===== src/rtl/ram_pkg.sv =====
// rtl/ram_pkg.sv - shared widths, FSM state encoding and port ids for the RAM arbiter
package ram_pkg;

    localparam int ADDR_W_DEF = 10;
    localparam int DATA_W_DEF = 8;

    typedef enum logic [1:0] {
        ST_IDLE    = 2'd0,
        ST_ACCESS  = 2'd1,
        ST_CAPTURE = 2'd2
    } state_e;

    localparam logic PORT_A = 1'b0;
    localparam logic PORT_B = 1'b1;

endpackage


===== src/rtl/rr_pick2.sv =====
// rtl/rr_pick2.sv - combinational two-way round-robin select
module rr_pick2
    import ram_pkg::*;
(
    input  logic [1:0] req,
    input  logic       ptr,
    output logic       winner,
    output logic       any
);

    // A lone requester always wins; the pointer only breaks ties
    always_comb begin
        any    = |req;
        winner = PORT_A;
        if (req == 2'b11) begin
            winner = ptr;
        end else if (req[1]) begin
            winner = PORT_B;
        end
    end

endmodule


===== src/rtl/ram_arbiter.sv =====
// rtl/ram_arbiter.sv - two-port round-robin sequencer for a single-port 1K x 8 RAM
module ram_arbiter
    import ram_pkg::*;
#(
    parameter int ADDR_W = ADDR_W_DEF,
    parameter int DATA_W = DATA_W_DEF
) (
    input  logic              clk,
    input  logic              rst_n,

    input  logic              a_req,
    input  logic              a_we,
    input  logic [ADDR_W-1:0] a_addr,
    input  logic [DATA_W-1:0] a_wdata,
    output logic              a_gnt,
    output logic              a_rvalid,
    output logic [DATA_W-1:0] a_rdata,

    input  logic              b_req,
    input  logic              b_we,
    input  logic [ADDR_W-1:0] b_addr,
    input  logic [DATA_W-1:0] b_wdata,
    output logic              b_gnt,
    output logic              b_rvalid,
    output logic [DATA_W-1:0] b_rdata,

    output logic              ram_cs,
    output logic              ram_rd,
    output logic              ram_wr,
    output logic [ADDR_W-1:0] ram_addr,
    output logic [DATA_W-1:0] ram_din,
    input  logic [DATA_W-1:0] ram_dout
);

    state_e              state_q;
    logic                ptr_q;
    logic                win_q;
    logic                we_q;
    logic [ADDR_W-1:0]   addr_q;
    logic [DATA_W-1:0]   wdata_q;
    logic                cs_q;
    logic                rd_q;
    logic                wr_q;
    logic                a_gnt_q;
    logic                b_gnt_q;
    logic                a_rvalid_q;
    logic                b_rvalid_q;
    logic [DATA_W-1:0]   a_rdata_q;
    logic [DATA_W-1:0]   b_rdata_q;

    logic                pick_win;
    logic                pick_any;
    logic                sel_we;
    logic [ADDR_W-1:0]   sel_addr;
    logic [DATA_W-1:0]   sel_wdata;

    rr_pick2 u_pick (
        .req    ({b_req, a_req}),
        .ptr    (ptr_q),
        .winner (pick_win),
        .any    (pick_any)
    );

    assign sel_we    = (pick_win == PORT_B) ? b_we    : a_we;
    assign sel_addr  = (pick_win == PORT_B) ? b_addr  : a_addr;
    assign sel_wdata = (pick_win == PORT_B) ? b_wdata : a_wdata;

    // Sequencer: strobes, grants and read returns are all registered with the state
    always_ff @(posedge clk or negedge rst_n) begin
        if (!rst_n) begin
            state_q    <= ST_IDLE;
            ptr_q      <= PORT_A;
            win_q      <= PORT_A;
            we_q       <= 1'b0;
            addr_q     <= '0;
            wdata_q    <= '0;
            cs_q       <= 1'b0;
            rd_q       <= 1'b0;
            wr_q       <= 1'b0;
            a_gnt_q    <= 1'b0;
            b_gnt_q    <= 1'b0;
            a_rvalid_q <= 1'b0;
            b_rvalid_q <= 1'b0;
            a_rdata_q  <= '0;
            b_rdata_q  <= '0;
        end else begin
            a_gnt_q    <= 1'b0;
            b_gnt_q    <= 1'b0;
            a_rvalid_q <= 1'b0;
            b_rvalid_q <= 1'b0;
            case (state_q)
                ST_IDLE: begin
                    cs_q <= 1'b0;
                    rd_q <= 1'b0;
                    wr_q <= 1'b0;
                    if (pick_any) begin
                        // Latch the winner's request so later input changes cannot disturb it
                        win_q   <= pick_win;
                        ptr_q   <= ~pick_win;
                        we_q    <= sel_we;
                        addr_q  <= sel_addr;
                        wdata_q <= sel_wdata;
                        cs_q    <= 1'b1;
                        wr_q    <= sel_we;
                        rd_q    <= ~sel_we;
                        a_gnt_q <= (pick_win == PORT_A);
                        b_gnt_q <= (pick_win == PORT_B);
                        state_q <= ST_ACCESS;
                    end
                end
                ST_ACCESS: begin
                    if (we_q) begin
                        cs_q    <= 1'b0;
                        wr_q    <= 1'b0;
                        state_q <= ST_IDLE;
                    end else begin
                        // Keep cs/rd asserted so the RAM keeps driving its output
                        state_q <= ST_CAPTURE;
                    end
                end
                ST_CAPTURE: begin
                    if (win_q == PORT_B) begin
                        b_rdata_q  <= ram_dout;
                        b_rvalid_q <= 1'b1;
                    end else begin
                        a_rdata_q  <= ram_dout;
                        a_rvalid_q <= 1'b1;
                    end
                    cs_q    <= 1'b0;
                    rd_q    <= 1'b0;
                    state_q <= ST_IDLE;
                end
                default: begin
                    cs_q    <= 1'b0;
                    rd_q    <= 1'b0;
                    wr_q    <= 1'b0;
                    state_q <= ST_IDLE;
                end
            endcase
        end
    end

    assign ram_cs   = cs_q;
    assign ram_rd   = rd_q;
    assign ram_wr   = wr_q;
    assign ram_addr = addr_q;
    assign ram_din  = wdata_q;
    assign a_gnt    = a_gnt_q;
    assign b_gnt    = b_gnt_q;
    assign a_rvalid = a_rvalid_q;
    assign b_rvalid = b_rvalid_q;
    assign a_rdata  = a_rdata_q;
    assign b_rdata  = b_rdata_q;

endmodule


===== config.mk =====
export PLATFORM = sky130hd
export DESIGN_NAME = ram_arbiter
export DESIGN_NICKNAME = d
export VERILOG_FILES = /design/src/rtl/ram_pkg.sv /design/src/rtl/rr_pick2.sv /design/src/rtl/ram_arbiter.sv
export SDC_FILE = /design/constraint.sdc
export NUM_CORES = 1
export LEC_CHECK = 0
export CORE_MARGIN = 4
export CORE_UTILIZATION = 41
export DETAILED_ROUTE_END_ITERATION = 7
export PLACE_DENSITY_LB_ADDON = 0.05
export SETUP_SLACK_MARGIN = 0.2
export SLEW_MARGIN = 25
export SYNTH_ARGS = -nofsm -noshare
export SYNTH_HDL_FRONTEND = slang
export SYNTH_SLANG_ARGS = --single-unit

===== constraint.sdc =====
create_clock -name clk -period 1.8 [get_ports clk]
set_input_delay 0.36 -clock clk [delete_from_list [all_inputs] [get_ports clk]]
set_output_delay 0.36 -clock clk [all_outputs]
set_load 0.005 [all_outputs]

Yosys cells after proc, flatten, opt, wreduce, memory -nomap -nowiden --
Cells that the tools add are included.
Storage, ports and cells: bits in registers 46, output and inout port bits 41, logic and storage cells 53
Cells by class: equal/unequal tests 5, mux-type cells 23, bitwise gates (word level) 4, reductions and logical operators 6
Operators with widths (count):
- $mux 1 | 15
- $mux 10 | 1
- $mux 8 | 1
- $reduce_and 2->1 | 4
- $eq 2x2->1 const B | 2
- $mux 2 | 2
- $ne 2x2->1 const B | 2
- $not 1->1 | 4
- $pmux 1 s2 | 2
- $pmux 2 s2 | 1
- $pmux 1 s3 | 1
- $eq 2x1->1 const B | 1
- $logic_not 2->1 | 1
- $reduce_or 2->1 | 1

Logic depth before layout (Yosys ltp) --
depth after elaboration 6, depth in mapped cells 5, gate-level depth less buffers 4

Hierarchy --
A second synthesis with hierarchy kept.
Second synthesis, totals: cell total of the unflattened synthesis 127, area total of the unflattened synthesis 2001.9 um^2
By module, submodules not included:
- ram_arbiter | instances 1, cells each 124, area an instance 1984.4 um^2, seq. area each 1151.1 um^2
- rr_pick2 | instances 1, cells each 3, area an instance 17.5 um^2, seq. area each 0.0 um^2

Worst setup path before layout --
Ideal clock, no wire load.
path type reg2reg, start register state_q[1], end register a_rdata_q[0], in the netlist a_rdata[0], setup time 0.128 ns, data arrival time 1.147 ns, data required time 1.672 ns, setup slack 0.526 ns, stages on the path, launching flop included 5, cells stage by stage dfrtp_1 nor2b_2 nor2b_1 buf_4 mux2_1
On the way: word-level cells in the longest chain between the ends 2
Ends and longest elaborated chain:
- from (decl) | line ram_arbiter.sv:35 | state_e state_q;
- from (signal assigned) | line ram_arbiter.sv:71 | state_q <= ST_IDLE;
- from (signal assigned) | line ram_arbiter.sv:108 | state_q <= ST_ACCESS;
- from (signal assigned) | line ram_arbiter.sv:115 | state_q <= ST_IDLE;
- $eq 2x2->1 | line ram_arbiter.sv:91 | case (state_q)
- $reduce_and 2->1 (no line)
- to (signal assigned) | line ram_arbiter.sv:126 | a_rdata_q <= ram_dout;
- to (decl) | line ram_arbiter.sv:48 | logic [DATA_W-1:0] a_rdata_q;
Every way passes these cells. A chain may end at the register's enable or synchronous reset.

Worst setup path after layout --
start register rd_q, in the netlist ram_rd, end output port ram_rd
RTL lines:
- from (decl) | line ram_arbiter.sv:42 | logic rd_q;
- from (signal assigned) | line ram_arbiter.sv:105 | rd_q <= ~sel_we;
- to (decl) | line ram_arbiter.sv:28 | output logic ram_rd,
No word-level cell between the ends.

==> impl_results.md <==
* Status: finished, final reports clean
* Die area at 5910 um2
* N_diodes at 0
* RR Startpoint: state_q[1]
* Total track usage at 0.173
* Mapped Cells at 177
* WL final at 5.05 mm
* Critical Path Max Stage Delay at 0.52 ns
* Max Clock Skew at 0.00608 ns
* TritonCTS Buffers at 5
* Crit Path Class: reg2out
* PwrDens at 1540 nW/um2
* Worst hold stages at 1
* CP cell instances: clkdlybuf4s50_1
* Tmin final at 1.54 ns
* RSZ-0062 raised after global routing: false
* Register area at 1150 um2
* Number of DRC markers in iteration 0 at 67
* Core ar. at 4470 um2
* CP Launch Type: register
* Global route overflow at 0
* Slew Limit Fails at 0
* Clk root buf: clkbuf_8
* Worst Path Arrival at 1.18 ns
* Area grow syn2layout at 59.5%
* Leak at 1.27 nW
* # DRC at 0
* Clk slew on worst S/H paths at 0.09 ns
* Fin. Hold Viols at 0
* Largest net degree at the start of global routing at 29
* Critical path origin: ram_rd
* Starting Density at 0.435
* Min Hold Slack at 0.461 ns
* CP top delay family: buffers and inverters
* Vias in the first global route at 1795
* Hold crit path type: reg2reg
* WP data required at 1.44 ns
* Register bit total from synthesis at 46
* Clock tree from TritonCTS: built
* Slew HR at 0.710
* Max VDD drop at 0.000708 V
* Combined area of the multi-input logic cells at 719 um2
* Finished Cell Area at 3100 um2
* FMAX at 649 MHz
* Port-buffer cells at 90
* Pwr Total at 4.77 mW
* WP depth at 1
* Fillers at 379
* Via count at 1739
* Part of the Yosys area used for sequential elements at 0.592
* Synth Area per Inst at 11.0 um2
* Layout Cells excl Fill at 328
* Crit-path slowest cell: clkdlybuf4s50_1
* Die W at 76.9 um
* # rows at 24
* Syn. warnings at 0
* R2R cell count at 4
* Setup TNS at 0 ns
* Final core utilization at 0.693
* DR WL/cell at 15.4 um
* Syn nets at 227
* CP endpoint kind: output pin
* Layout cell share with drive strength beyond 1 at 0.109
* DRT Pass-1 Iters at 4
* Synth Cell Area at 1940 um2
* Placed Area at 2980 um2
* Die Ht at 76.9 um
* Initial antenna violation count at 0
* Clock latency on the worst-skew pair at 0.30 ns
* Crit-path max FO at 2
* Longest Clk Path Bufs at 2
* Synth unique cells at 24
* Dpl cells at 319
* CTS Sinks at 46
* Final Worst Setup Slack at 0.260 ns
* Via/cell ratio at 5.30
* Finish-stage setup viols at 0
* Worst hold start: we_q
* Crit share post-route at 0.855
* Worst Tran Pin Value at 0.435 ns
* Dpl ws at 0.0397 ns
* First-pass GRT wire length at 8.34 mm
* MaxCap Viol Count at 0
* Gp weighted congestion at 0.768
* DRT antenna net count at 0
* Hpwl dp at 3.76 mm
* CP bufs+invs at 1
* Number of top-level pins at 91
* Layout net count at 325
* H-tree lvl count at 2
## flip-flops by register name, indices dropped and copies added, names as in the netlist
register  cells
a_rdata       8
a_gnt         1
ram_din       8
b_rvalid      1
ram_addr     10
state_q       2
b_gnt         1
we_q          1
a_rvalid      1
b_rdata       8
ram_cs        1
ram_rd        1
ram_wr        1
win_q         1
ptr_q         1
## cell type report
type | instances | share of cell area
Multi-Input combinational cell | 113 | 0.232
Clock buffer | 6 | 0.0234
Sequential cell | 46 | 0.371
Inverter | 3 | 0.00363
Tap cell | 52 | 0.0210
Clock inverter | 2 | 0.0121
Timing Repair Buffer | 106 | 0.337
## report_power, final
group	internal, mW	total, mW	switching (mW)
clock network	0.414	0.763	0.349
registers	1.54	1.82	0.280
logic	1.33	2.18	0.850
total	3.29	4.77	1.48
## cell families (layout without fill, tap and decap cells)
| kind of cell | after synthesis | count (layout) | synth area share |
|---|---|---|---|
| AO/OA/AOI/OAI | 65 | 65 | 0.187 |
| flip-flops | 46 | 46 | 0.592 |
| AND/OR/NAND/NOR | 32 | 32 | 0.0888 |
| buffers and inverters | 18 | 117 | 0.0393 |
| multiplexers | 16 | 16 | 0.0927 |
## cell usage after synthesis
cell type	n	area, um2
nor2b_2	1	8.76
mux2_1	16	180
buf_2	4	20.0
nand3_1	19	95.1
nor3b_1	1	7.51
a21o_1	1	7.51
nand2_1	3	11.3
nand2b_1	1	6.26
nor2b_1	3	18.8
or2_1	1	6.26
nand2_2	1	6.26
o21ai_1	3	15.0
a31oi_1	20	125
clkbuf_1	10	37.5
nor2_2	1	6.26
a32o_1	1	10.0
dfrtp_1	46	1150
buf_4	1	7.51
o211ai_1	1	7.51
o21ai_0	17	85.1
and3_1	1	6.26
inv_2	3	11.3
o2111ai_1	1	8.76
a21oi_1	21	105
## metal layers
metal / part of all wire / vias to the layer above / routed length, um / GRT usage
met3: 0.086 / 4 / 435 / 0.0656
met2: 0.50 / 69 / 2530 / 0.302
met5: 0 / - / 0 / 0
li1: - / 842 / - / -
met4: 0.0065 / 0 / 33 / 0.0380
met1: 0.41 / 824 / 2050 / 0.201
## cells in the final DEF, fill, tap and decap left out, types with 2 or more instances in the layout
cell type        netlist  routed
nand2_1                3       3
nor2b_1                3       2
nand3_1               19      19
dfrtp_1               46      46
nor2b_2                1       2
a31oi_1               20      20
clkbuf_8               0       5
inv_2                  3       3
o21ai_0               17      17
buf_12                 0       2
clkdlybuf4s50_1        0      89
mux2_1                16      16
buf_4                  1      13
o21ai_1                3       3
a21oi_1               21      21
## path summary, 6_finish.rpt
| kind | slack [ns] | end |
|---|---|---|
| setup / recovery | 0.26 | ram_rd |
| hold / removal | 0.46 | state_q[1] |
| setup reg to reg | 0.30 | a_rdata[5] |
| hold reg to reg | 0.46 | state_q[1] |
| max in group asynchronous | 0.78 | ram_addr[9] |
| min in group asynchronous | 0.53 | a_rvalid |
## what timing repair did
item | 4_1_cts | 5_1_grt
hold buffers | 1 | 0
setup buffers | 0 | 0
endpoints found under the setup margin | 0 | 7
endpoints found under the hold margin | 4 | 0
resized for setup | 0 | 1
Note: power is estimated with default switching activity, not from simulation.
